==> src/rtl/shift_unit_pipelined.sv <==
// rtl/shift_unit_pipelined.sv - pipelined SLL/SRL/SRA/ROL/ROR barrel shifter with valid/ready, stall and flush
//
// Ports:
//   clk          rising-edge clock
//   reset        asynchronous active-high reset
//   flush_i      synchronous kill of every in-flight operation
//   in_valid_i   operation presented        in_ready_o  operation accepted this cycle
//   operand_i    value to shift             shamt_i     shift amount (log2(XLEN) bits)
//   op_i         0=SLL 1=SRL 2=SRA 3=ROL 4=ROR 5..7=SLL
//   tag_i        destination tag, carried unchanged to tag_o
//   out_valid_o  result valid               out_ready_i consumer takes result
//   result_o     shifted result (0 when out_valid_o=0)
//   tag_o        tag of result_o (0 when out_valid_o=0)

module shift_unit_pipelined #(
  parameter int XLEN      = 32,
  parameter int STAGES    = 2,
  parameter bit ROTATE_EN = 1'b1
) (
  input  logic                     clk,
  input  logic                     reset,
  input  logic                     flush_i,
  input  logic                     in_valid_i,
  output logic                     in_ready_o,
  input  logic [XLEN-1:0]          operand_i,
  input  logic [$clog2(XLEN)-1:0]  shamt_i,
  input  logic [2:0]               op_i,
  input  logic [4:0]               tag_i,
  output logic                     out_valid_o,
  input  logic                     out_ready_i,
  output logic [XLEN-1:0]          result_o,
  output logic [4:0]               tag_o
);

  localparam int L  = $clog2(XLEN);
  // Control (shamt/op/sign) only has to reach the stages that still have
  // levels to apply, so the output slice does not carry it.
  localparam int CS = (STAGES > 1) ? STAGES - 1 : 1;

  localparam logic [2:0] OP_SLL = 3'd0;
  localparam logic [2:0] OP_SRL = 3'd1;
  localparam logic [2:0] OP_SRA = 3'd2;
  localparam logic [2:0] OP_ROL = 3'd3;
  localparam logic [2:0] OP_ROR = 3'd4;

  // Barrel level j (shift by 2^j) is evaluated in stage floor(j*STAGES/L).
  function automatic int stage_of(input int j);
    return (j * STAGES) / L;
  endfunction

  // One barrel level: shift/rotate x by k (1 <= k <= XLEN/2).
  function automatic logic [XLEN-1:0] shift_level(
    input logic [XLEN-1:0] x,
    input logic [2:0]      op,
    input logic            sgn,
    input int              k
  );
    logic [XLEN-1:0] r;
    case (op)
      OP_SRL:  r = x >> k;
      OP_SRA:  r = (x >> k) | (sgn ? ~({XLEN{1'b1}} >> k) : '0);
      OP_ROL:  r = (x << k) | (x >> (XLEN - k));
      OP_ROR:  r = (x >> k) | (x << (XLEN - k));
      default: r = x << k;
    endcase
    return r;
  endfunction

  // Opcode normalisation happens once at the input so later stages only
  // ever see the five real operations.
  logic [2:0] op_dec;

  always_comb begin
    op_dec = OP_SLL;
    case (op_i)
      3'd1:    op_dec = OP_SRL;
      3'd2:    op_dec = OP_SRA;
      3'd3:    op_dec = ROTATE_EN ? OP_ROL : OP_SLL;
      3'd4:    op_dec = ROTATE_EN ? OP_ROR : OP_SRL;
      default: op_dec = OP_SLL;
    endcase
  end

  // Register slices
  logic [STAGES-1:0]            valid_q, valid_d;
  logic [STAGES-1:0][XLEN-1:0]  data_q,  data_d;
  logic [STAGES-1:0][4:0]       tag_q,   tag_d;
  logic [CS-1:0][L-1:0]         shamt_q, shamt_d;
  logic [CS-1:0][2:0]           op_q,    op_d;
  logic [CS-1:0]                sign_q,  sign_d;

  // Inputs seen by each stage: stage 0 takes the port, stage s takes slice s-1.
  logic [STAGES-1:0]            st_valid;
  logic [STAGES-1:0][XLEN-1:0]  st_data;
  logic [STAGES-1:0][4:0]       st_tag;
  logic [STAGES-1:0][L-1:0]     st_shamt;
  logic [STAGES-1:0][2:0]       st_op;
  logic [STAGES-1:0]            st_sign;
  logic [STAGES-1:0][XLEN-1:0]  stage_out;

  logic advance;

  always_comb begin : stage_inputs
    st_valid    = '0;
    st_data     = '0;
    st_tag      = '0;
    st_shamt    = '0;
    st_op       = '0;
    st_sign     = '0;
    st_valid[0] = in_valid_i;
    st_data[0]  = operand_i;
    st_tag[0]   = tag_i;
    st_shamt[0] = shamt_i;
    st_op[0]    = op_dec;
    st_sign[0]  = operand_i[XLEN-1];
    for (int s = 1; s < STAGES; s++) begin
      st_valid[s] = valid_q[s-1];
      st_data[s]  = data_q[s-1];
      st_tag[s]   = tag_q[s-1];
      st_shamt[s] = shamt_q[s-1];
      st_op[s]    = op_q[s-1];
      st_sign[s]  = sign_q[s-1];
    end
  end

  // Each stage applies only its own levels, using the op/sign/shamt that
  // travelled with its entry rather than whatever is on the input port.
  always_comb begin : barrel
    logic [XLEN-1:0] x;
    x         = '0;
    stage_out = '0;
    for (int s = 0; s < STAGES; s++) begin
      x = st_data[s];
      for (int j = 0; j < L; j++) begin
        if (stage_of(j) == s && st_shamt[s][j]) begin
          x = shift_level(x, st_op[s], st_sign[s], 1 << j);
        end
      end
      stage_out[s] = x;
    end
  end

  // Single global enable: the whole pipe moves or the whole pipe holds,
  // bubbles included.
  assign out_valid_o = valid_q[STAGES-1];
  assign advance     = !out_valid_o || out_ready_i;
  assign in_ready_o  = advance;

  always_comb begin : next_state
    valid_d = valid_q;
    data_d  = data_q;
    tag_d   = tag_q;
    shamt_d = shamt_q;
    op_d    = op_q;
    sign_d  = sign_q;
    if (advance) begin
      for (int s = 0; s < STAGES; s++) begin
        valid_d[s] = st_valid[s];
        data_d[s]  = stage_out[s];
        tag_d[s]   = st_tag[s];
      end
      for (int s = 0; s < STAGES - 1; s++) begin
        shamt_d[s] = st_shamt[s];
        op_d[s]    = st_op[s];
        sign_d[s]  = st_sign[s];
      end
    end
    // Flush overrides advance; data left behind is don't-care because the
    // output is gated by valid.
    if (flush_i) begin
      valid_d = '0;
    end
  end

  always_ff @(posedge clk or posedge reset) begin
    if (reset) begin
      valid_q <= '0;
      data_q  <= '0;
      tag_q   <= '0;
      shamt_q <= '0;
      op_q    <= '0;
      sign_q  <= '0;
    end else begin
      valid_q <= valid_d;
      data_q  <= data_d;
      tag_q   <= tag_d;
      shamt_q <= shamt_d;
      op_q    <= op_d;
      sign_q  <= sign_d;
    end
  end

  // Keep stale slice contents from leaking out while nothing is valid.
  assign result_o = out_valid_o ? data_q[STAGES-1] : '0;
  assign tag_o    = out_valid_o ? tag_q[STAGES-1]  : '0;

endmodule
==> config.mk <==
export PLATFORM = sky130hd
export DESIGN_NAME = shift_unit_pipelined
export DESIGN_NICKNAME = d
export VERILOG_FILES = /design/src/rtl/shift_unit_pipelined.sv
export SDC_FILE = /design/constraint.sdc
export NUM_CORES = 1
export LEC_CHECK = 0
export BUFFER_PORTS_ARGS = -buffer_cell sky130_fd_sc_hd__buf_4
export CAP_MARGIN = 15
export CORE_MARGIN = 2
export CORE_UTILIZATION = 47
export DETAILED_ROUTE_END_ITERATION = 8
export PLACE_DENSITY = 0.77
export SLEW_MARGIN = 5
export SYNTH_ARGS = -nofsm -noshare
export SYNTH_HDL_FRONTEND = slang
export SYNTH_SLANG_ARGS = --single-unit
==> constraint.sdc <==
create_clock -name clk -period 2.8 [get_ports clk]
set_clock_uncertainty 0.05 [all_clocks]
set_input_delay 0.56 -clock clk [delete_from_list [all_inputs] [get_ports clk]]
set_output_delay 0.56 -clock clk [all_outputs]
set_load 0.1 [all_outputs]
==> metrics.cfg, run 1 <==
[global_route]
grt_max_degree=58
grt_pass1_wl_mm=49.6
grt_use_met1_pct=48.5
first_global_vias=8400
grt-busiest-layer=met2
grt_util_met3_pct=8.95
antenna_found_initial=1
grt.total_usage_pct=36.7
grtUsageMet2_pct=57.5
grt_overflow_total=0

[floorplan]
initial_core_util_pct=48.0
die_x_um=131
core_sq_mm=0.0158
die_y_um=131
rows=46
die_area_sq_mm=0.0172
io_pins=89

[timing]
setup_viol=0
setup_tns_ns=0
hold_viol=0
slew_viol_final=0
min_period_over_period_pct=84.0
period_needed_ns=2.35
tightestPinTransition_ns=0.707
slew_headroom_pct=52.8
whs_ns=0.233
rsz0062_at_grt=no
max_freq_mhz=425

[power_and_ir_drop]
p_leak_nw=3.88
p_total_mw=4.58
max-vdd-ir-drop_uv=316
power.density_mw_per_mm2=507

[critical_path]
cp_data_required_time_ns=3.03
critPathMaxStageDelay_ns=0.51
path_buf_inv=1
path_delay_family=compound AO/OA/AOI/OAI gates
worst_path_max_delay_cell=or3b_2
start_kind=flip-flop
worstSetupPathType=flip-flop to flip-flop
crit_fanout=10
worst_ep_arrival_time_ns=2.58
cp-end-kind=flip-flop
path_cells=or3b_2 -> a21oi_2 -> buf_4 -> nand2_1 -> a31oi_1 -> o21ai_0 -> o22ai_1

[cts]
clock_path_buffers=2
clkSinkCount=82
ctsResizeCount=0
ctsHoldBuffers=0
postCtsSetupRepairBufs=0
clock-root-buffer=clkbuf_16
cts_tree=done
clock_latency_ns=0.36
path_clk_slew_ns=0.07
cts_max_level=3
cts_made_buffers=9

[yosys]
synth_area_sq_mm=0.00760
synth_top_area_share_pct=27.0
ys_ff_latch=82
seq_area_frac_synth_pct=27.0
dominantRegCellSynth=dfrtp_1
synth_area_leaders=dfrtp_1, nand2_1, nor2_1
synthTopCellsByCount=nand2_1, nor2_1, dfrtp_1, a21oi_1, o21ai_0
synth_area_leader_cell=dfrtp_1
synth_nets=1127
syn-mean-instance-area_sq_um=7.05
yosysMostFrequentCell=nand2_1
yosysWarnings=0
ys_types=77
async_reset_ff_share_pct=100
synthCells=1077
synth_edf_count=0

[route]
detail_route.wl_per_cell_um=23.4
vias=9200
via_per_inst=6.70
drt-total-wl_mm=32.2
drcViolationCount=0
antenna_left=0
drt_iter0_markers=1555
drt_first_pass_iters=6

[job]
max-cap-violations=0

[cells_and_area]
synthToLayoutAreaGrowth_pct=19.0
fin_nets=1202
drive_gt1_share_pct=20.9
ff_latch_area_sq_mm=0.00205
multi_input_area_sq_mm=0.00502
fill_cells=1512

[placed_design]
dp_hpwl_mm=24.2
gp_congestion=1.04
port_buffers=88

[worst_hold_path]
hold_path_class=primary input to async pin

[outcome]
outcome=completed

routing by layer:
layer	share of wire (%)	vias to the layer above	routed length [um]
met1	38	4198	12100
li1	-	4079	-
met5	0	-	0
met2	44	762	14000
met3	13	161	4310
met4	5.2	0	1690
cell usage in the layout (no fill, tap or decap), types with 5 or more instances in the layout:
cell type / count
nand3_1: 43
a21oi_1: 65
o21ba_2: 8
inv_1: 25
nor3_1: 10
and3_1: 5
o31ai_1: 6
o21ai_0: 58
dfrtp_1: 82
o221ai_1: 7
o211ai_1: 39
a21boi_0: 6
a22oi_1: 21
nand2b_1: 7
a32oi_1: 6
o22ai_1: 25
mux2i_1: 18
and2_2: 25
a31oi_1: 50
nor2_1: 88
nor2b_1: 19
clkbuf_16: 9
nand4_1: 6
buf_12: 6
a211oi_1: 24
nand2_1: 238
buf_4: 155
per-stage QoR:
step                util (%)  setup slack [ns]  area [sq um]  cells
detailed placement      55.2             0.271          8740   1357
floorplan                  -          0.000793          7630   1077
global route            57.1             0.215          9040   1373
CTS                     57.1             0.451          9040   1373
finish                  57.1             0.447          9040   1374
global placement        55.2             0.270          8740   1357
state kept, by name, summed over array words and instances (netlist names):
| signal | cells |
|---|---|
| st_tag | 5 |
| valid_q | 2 |
| sign_q | 1 |
| shamt_q | 2 |
| op_q | 3 |
| tag_q | 5 |
| data_q | 64 |
cell families (layout without fill, tap and decap cells):
logic type / count (synthesis) / after routing / share of synthesized area [%]
AO/OA/AOI/OAI: 372 / 372 / 33.4
flip-flops: 82 / 82 / 27.0
XOR/XNOR: 3 / 3 / 0.544
multiplexers: 26 / 26 / 4.15
AND/OR/NAND/NOR: 468 / 468 / 27.5
buffers and inverters: 126 / 206 / 7.38
other: 0 / 1 / 0
worst paths after layout:
path | startpoint | end | slack [ns] | depth (start not counted)
min in group clk | flush_i | valid_q[0] | 0.30 | 2
worst min-delay path | reset | data_q[51] | 0.23 | 3
max in group asynchronous | reset | st_tag[8] | 1.88 | 3
worst min register to register | tag_q[8] | tag_q[8] | 0.41 | 2
worst max-delay path | op_q[1] | data_q[50] | 0.45 | 7
worst max register to register | op_q[1] | data_q[50] | 0.45 | 7
report_power, final:
group | internal [mW] | switching, mW
Clock | 0.630 | 0.611
Sequential | 1.37 | 0.206
Combinational | 0.603 | 1.16
Total | 2.60 | 1.98
worst min-delay path: stages:
cell	delay, ns
buf_4	0.11
clkinv_2	0.04
buf_4	0.34
final cells by class:
type | instances | share of cell area [%]
Clock inverter | 7 | 0.817
Sequential cell | 82 | 22.7
Inverter | 29 | 1.22
Clock buffer | 9 | 2.49
Tap cell | 216 | 2.99
Antenna cell | 1 | 0.0277
Timing Repair Buffer | 161 | 14.2
Multi-Input combinational cell | 869 | 55.6
No activity file was read; power rests on OpenSTA's default activity.
==> inputs of run 2 (changes only) <==
--- a/config.mk
+++ b/config.mk
@@ -10,7 +10,7 @@
 export CORE_MARGIN = 2
 export CORE_UTILIZATION = 47
 export DETAILED_ROUTE_END_ITERATION = 8
-export PLACE_DENSITY = 0.77
+export PLACE_DENSITY = 0.75
 export SLEW_MARGIN = 5
 export SYNTH_ARGS = -nofsm -noshare
 export SYNTH_HDL_FRONTEND = slang
==> constraint.sdc (replaced) <==
create_clock -name clk -period 2.3 [get_ports clk]
set_clock_uncertainty 0.05 [all_clocks]
set_input_delay 0.46 -clock clk [delete_from_list [all_inputs] [get_ports clk]]
set_output_delay 0.46 -clock clk [all_outputs]
set_load 0.1 [all_outputs]
==> run 2 against run 1 <==
  * Clock power increased by 24%
  * Critical path depth unchanged
  * Worst setup slack worse by 0.43 ns
  * Critical path type unchanged
  * Largest cell class unchanged
==> metrics.cfg, run 2 (synthesis results as in run 1) <==
[global_route]
grt_max_degree=83  ; +43%
first_global_vias=8795  ; +4.7%
antenna_found_initial=0  ; -1
grt_overflow_total=0  ; unchanged
grt.total_usage_pct=38.5  ; +1.8 points
grt_pass1_wl_mm=51.8  ; +4.4%

[timing]
hold_viol=0  ; unchanged
min_period_over_period_pct=99.3  ; +15 points
max_freq_mhz=438  ; +3.0%
slew_viol_final=0  ; unchanged
period_needed_ns=2.28  ; -0.0688 ns
fin_ws_ns=0.0158  ; -0.431 ns
slew_headroom_pct=56.7  ; +3.8 points
setup_tns_ns=0  ; unchanged
rsz0062_at_grt=no
tightestPinTransition_ns=0.643  ; -0.0644 ns
setup_viol=0  ; unchanged

[route]
drt-total-wl_mm=33.5  ; +4.2%
detail_route.wl_per_cell_um=23.6  ; +0.68%
drt_iter0_markers=1349  ; -13%
via_per_inst=6.53  ; -2.4%
antenna_left=0  ; unchanged
drt_first_pass_iters=7  ; +1
drcViolationCount=0  ; unchanged
vias=9290  ; +0.98%

[placed_design]
place_ws_ns=-0.0765  ; -0.347 ns
port_buffers=88  ; unchanged
gp_congestion=1.01  ; -3.6%
dp.cells=1406  ; +3.6%
dp_hpwl_mm=25.3  ; +4.8%

[cells_and_area]
regMostFlops=data_q
final_common_cell=nand2_1
drive_gt1_share_pct=24.6  ; +3.7 points
antenna_cells=0  ; -1
fin_cells=1422  ; +3.5%
fin_nets=1251  ; +4.1%
post-route-util_pct=60.0  ; +2.9 points
synthToLayoutAreaGrowth_pct=25.1
largest_register_ff_count=64  ; unchanged
mostFrequentLayoutCells=nand2_1, buf_4, nor2_1

[critical_path]
start_kind=flip-flop
path_cells=nor2b_4 -> buf_4 -> nor2_1 -> nand2_1 -> o31ai_1 -> a31oi_1 -> nand3_1
critPathMaxStageDelay_ns=0.46  ; -0.05 ns
crit_fanout=13  ; +3
worst_path_max_delay_cell=nor2_1
worst_ep_arrival_time_ns=2.52  ; -0.06 ns
worstSetupPathType=flip-flop to flip-flop
cp_data_required_time_ns=2.53  ; -0.50 ns
cp-end-kind=flip-flop

[cts]
ctsResizeCount=0  ; unchanged
clkSinkCount=82  ; unchanged
clock_path_buffers=2  ; unchanged
cts_max_level=3  ; unchanged
cts_tree=done
cts_made_buffers=9  ; unchanged
clock-root-buffer=clkbuf_16
clock_latency_ns=0.35  ; about the same
path_clk_slew_ns=0.06  ; about the same
postCtsSetupRepairBufs=0  ; unchanged
ctsHoldBuffers=0  ; unchanged

[floorplan]
die_area_sq_mm=0.0172  ; unchanged
core_sq_mm=0.0158  ; unchanged
die_x_um=131  ; unchanged
io_pins=89  ; unchanged
rows=46  ; unchanged
die_y_um=131  ; unchanged
initial_core_util_pct=48.0  ; unchanged

[power_and_ir_drop]
max-vdd-ir-drop_uv=459  ; +45%
p_total_mw=5.75  ; +26%
power.density_mw_per_mm2=605  ; +19%
p_leak_nw=4.09  ; +5.4%

[outcome]
outcome=completed

[worst_hold_path]
hold_path_class=primary input to async pin

[job]
max-cap-violations=0  ; unchanged

run 2: cell count changes in the layout (fill, tap and decap cells not counted), sizes merged:
cell      delta
inv          -6
diode        -1
clkbuf       +1
clkinv       -2
clkinvlp     +6
buf         +49
bufinv       +1
run 2: critical path, delay by kind of cell (launching register included):
| kind | cells | cell delay [ns] |
|---|---|---|
| AO/OA/AOI/OAI | 2 | 0.42 |
| buffers and inverters | 1 | 0.19 |
| flip-flops | 1 | 0.40 |
| AND/OR/NAND/NOR | 4 | 1.16 |
run 2: report_power, final:
part           switching (mW)  total, mW  internal (mW)
sequential              0.246       1.92           1.67
combinational            1.46       2.29          0.831
clock                   0.657       1.54          0.885
run 2: path summary, 6_finish.rpt:
check	from	endpoint	slack, ns	cells after the start
max	valid_q[1]	data_q[13]	0.02	7
min	reset	data_q[42]	0.19	3
max reg2reg	valid_q[1]	data_q[13]	0.02	7
min reg2reg	tag_q[6]	tag_q[6]	0.41	2
max in group asynchronous	reset	valid_q[1]	1.63	3
min in group clk	flush_i	valid_q[1]	0.22	2
run 2: final cells by class:
cell class,count,area (sq um)
clock buffer,10,239
clock inverter,6,73.8
fill,1528,6320
inverter,29,131
multi-input combinational,869,5020
sequential,82,2050
tap,216,270
timing repair buffer,210,1710
run 2: per-stage QoR:
step,cell area (sq um),hold slack [ns]
2_1_floorplan,7650,0.380
3_3_place_gp,9190,0.392
3_5_place_dp,9190,0.398
4_1_cts,9500,0.209
5_1_grt,9500,0.224
6_report,9500,0.195
run 2: per-layer routing:
layer,vias to the layer above,wire length [um],track usage [%]
met5,-,0,0
met4,0,1490,18.1
met3,123,3880,9.92
met2,635,14900,58.7
met1,4372,13300,51.4
li1,4160,-,-
==> inputs of run 3 (changes only) <==
--- a/config.mk
+++ b/config.mk
@@ -8,9 +8,9 @@
 export BUFFER_PORTS_ARGS = -buffer_cell sky130_fd_sc_hd__buf_4
 export CAP_MARGIN = 15
 export CORE_MARGIN = 2
-export CORE_UTILIZATION = 47
+export CORE_UTILIZATION = 40
 export DETAILED_ROUTE_END_ITERATION = 8
-export PLACE_DENSITY = 0.75
+export PLACE_DENSITY = 0.66
 export SLEW_MARGIN = 5
 export SYNTH_ARGS = -nofsm -noshare
 export SYNTH_HDL_FRONTEND = slang
==> run 3 against run 2 <==
  * Global-route usage fell by 4.4 points
  * Utilization fell by 7.8 points
  * Combinational power rose by 3%
  * Critical path depth rose by 1
  * Final area rose by 2.6%
  * Sequential power barely moved
  * First-iteration DRC count fell by 22%
  * Non-clock buffer count rose by 28
  * Critical endpoint is now data_q[3]
  * Highest routed layer is now met5
  * Clock power barely moved
  * The flow now finishes with violations (negative setup slack)
  * Die area rose by 17%
  * Sequential share of layout area fell by 0.54 points
==> metrics.cfg, run 3 (synthesis results as in run 1) <==
[cells_and_area]
antenna_cells=0  ; unchanged
drive_gt1_share_pct=26.3  ; +1.7 points
mostFrequentLayoutCells=nand2_1, buf_4, nor2_1
final_area_sq_mm=0.00975  ; +2.6%
post-route-util_pct=52.3  ; -7.8 points
final_common_cell=nand2_1
regMostFlops=data_q
largest_register_ff_count=64  ; unchanged
fin_nets=1279  ; +2.2%
synthToLayoutAreaGrowth_pct=28.3

[placed_design]
post_dp_cell_area_sq_mm=0.00944  ; +2.7%
port_buffers=88  ; unchanged
dp_hpwl_mm=26.3  ; +3.8%
place_ws_ns=-0.196  ; -0.120 ns
gp_congestion=1.08  ; +7.5%

[worst_hold_path]
hold_path_class=primary input to async pin

[power_and_ir_drop]
clock_power_share_pct=26.6  ; -0.2 points
switching_power_mw=2.39  ; +1.1%
p_int_mw=3.40  ; +0.50%
combPwrFrac_pct=40.5  ; +0.6 points
p_sw_share_pct=41.3  ; +0.14 points
max-vdd-ir-drop_uv=311  ; -32%
power.density_mw_per_mm2=594  ; -1.8%
p_leak_nw=4.23  ; +3.3%
seqPwrFrac_pct=32.8  ; -0.5 points

[timing]
slew_headroom_pct=61.0  ; +4.3 points
fin_ws_ns=-0.00927  ; -0.0250 ns
max_freq_mhz=433  ; -1.1%
period_needed_ns=2.31  ; +0.0250 ns
rsz0062_at_grt=no
slew_viol_final=0  ; unchanged
setup_viol=1  ; +1
tightestPinTransition_ns=0.578  ; -0.0650 ns
min_period_over_period_pct=100  ; +1.1 points
hold_viol=0  ; unchanged

[critical_path]
start_kind=primary input
cp-end-kind=flip-flop
worst_r2r_path_depth=7  ; unchanged
crit_fanout=5  ; -8
cp_data_required_time_ns=2.47  ; -0.06 ns
worst_ep_arrival_time_ns=2.48  ; -0.04 ns
worstSetupPathType=primary input to flip-flop

[route]
via_per_inst=6.24  ; -4.5%
drt_iter0_markers=1053  ; -22%
detail_route.wl_per_cell_um=23.1  ; -2.0%
top_layer=met5
vias=9161  ; -1.4%
dr_wl_met3_mm=3.06  ; -21%
drcViolationCount=0  ; unchanged
antenna_left=0  ; unchanged
drt-total-wl_mm=33.9  ; +1.2%
drt_first_pass_iters=6  ; -1
wl_met2_mm=15.6  ; +4.8%
met1_length_mm=13.9  ; +4.9%

[global_route]
grt_overflow_total=0  ; unchanged
grt.total_usage_pct=34.1  ; -4.4 points
grt_max_degree=83  ; unchanged
antenna_found_initial=1  ; +1
grt_pass1_wl_mm=52.4  ; +1.2%
first_global_vias=8750  ; -0.51%

[cts]
clkSinkCount=82  ; unchanged
clock_path_buffers=2  ; unchanged
clock_latency_ns=0.35  ; about the same
cts_max_level=3  ; unchanged
cts_made_buffers=9  ; unchanged
ctsResizeCount=0  ; unchanged
cts_tree=done
clock-root-buffer=clkbuf_16
ctsHoldBuffers=0  ; unchanged
path_clk_slew_ns=0.07  ; about the same
postCtsSetupRepairBufs=0  ; unchanged

[outcome]
violations=negative setup slack
outcome=finished, violations left

[floorplan]
die_x_um=142  ; +8.1%
io_pins=89  ; unchanged
die_area_sq_mm=0.0201  ; +17%
core_sq_mm=0.0186  ; +18%
die_y_um=142  ; +8.1%
initial_core_util_pct=40.7  ; -7.2 points
rows=50  ; +8.7%

[job]
max-cap-violations=0  ; unchanged

run 3: cell count changes in the layout (fill, tap and decap cells not counted):
| cell | delta |
|---|---|
| buf_4 | +26 |
| buf_12 | +1 |
| buf_6 | +1 |
| clkbuf_8 | -1 |
| inv_6 | +1 |
run 3: per-layer routing:
metal / vias up / global-route usage [%]
li1: 4230 / -
met4: 2 / 12.8
met3: 107 / 6.21
met2: 535 / 55.2
met5: - / 0
met1: 4287 / 45.5
run 3: cell type report:
type	count	area [sq um]
multi-input cells	869	5020
clock inverters	7	82.6
clock buffers	9	225
well taps	234	293
repair buffers	238	1940
fillers	1886	8890
inverters	29	131
flip-flops and latches	82	2050
run 3: path summary, 6_finish.rpt:
kind                             from         end  slack, ns
max in group asynchronous       reset  data_q[30]       1.66
max reg2reg                valid_q[1]  data_q[13]       0.17
max                           op_i[0]   data_q[3]     -0.009
min in group clk              flush_i  valid_q[1]       0.21
min                             reset  data_q[44]       0.17
min reg2reg                  tag_q[6]    tag_q[6]       0.41
run 3: through the flow:
step                      total power [mW]  TNS (ns)  hold slack, ns  cells
after detailed placement              4.22     -1.11           0.398   1452
after global placement                4.21    -0.884           0.392   1452
final                                 5.79  -0.00927           0.174   1468
after CTS                             5.76         0           0.196   1468
after global routing                  6.07         0           0.196   1468
after floorplan                       3.27    -0.156           0.380   1077
run 3: power groups by stage:
stage                     registers (mW)  logic [mW]  clock network [mW]
after global routing                1.93        2.51                1.63
after detailed placement            1.92        2.30                   0
final                               1.90        2.35                1.54
after floorplan                     1.82        1.46                   0
after global placement              1.92        2.30                   0
after CTS                           1.90        2.30                1.56
run 3: critical path, stage by stage:
cell and delay (ns):
buf_4 0.14, or3b_1 0.44, o21ai_4 0.12, mux2i_1 0.33
a211oi_1 0.12, o41ai_1 0.59, buf_4 0.20, a22oi_1 0.06
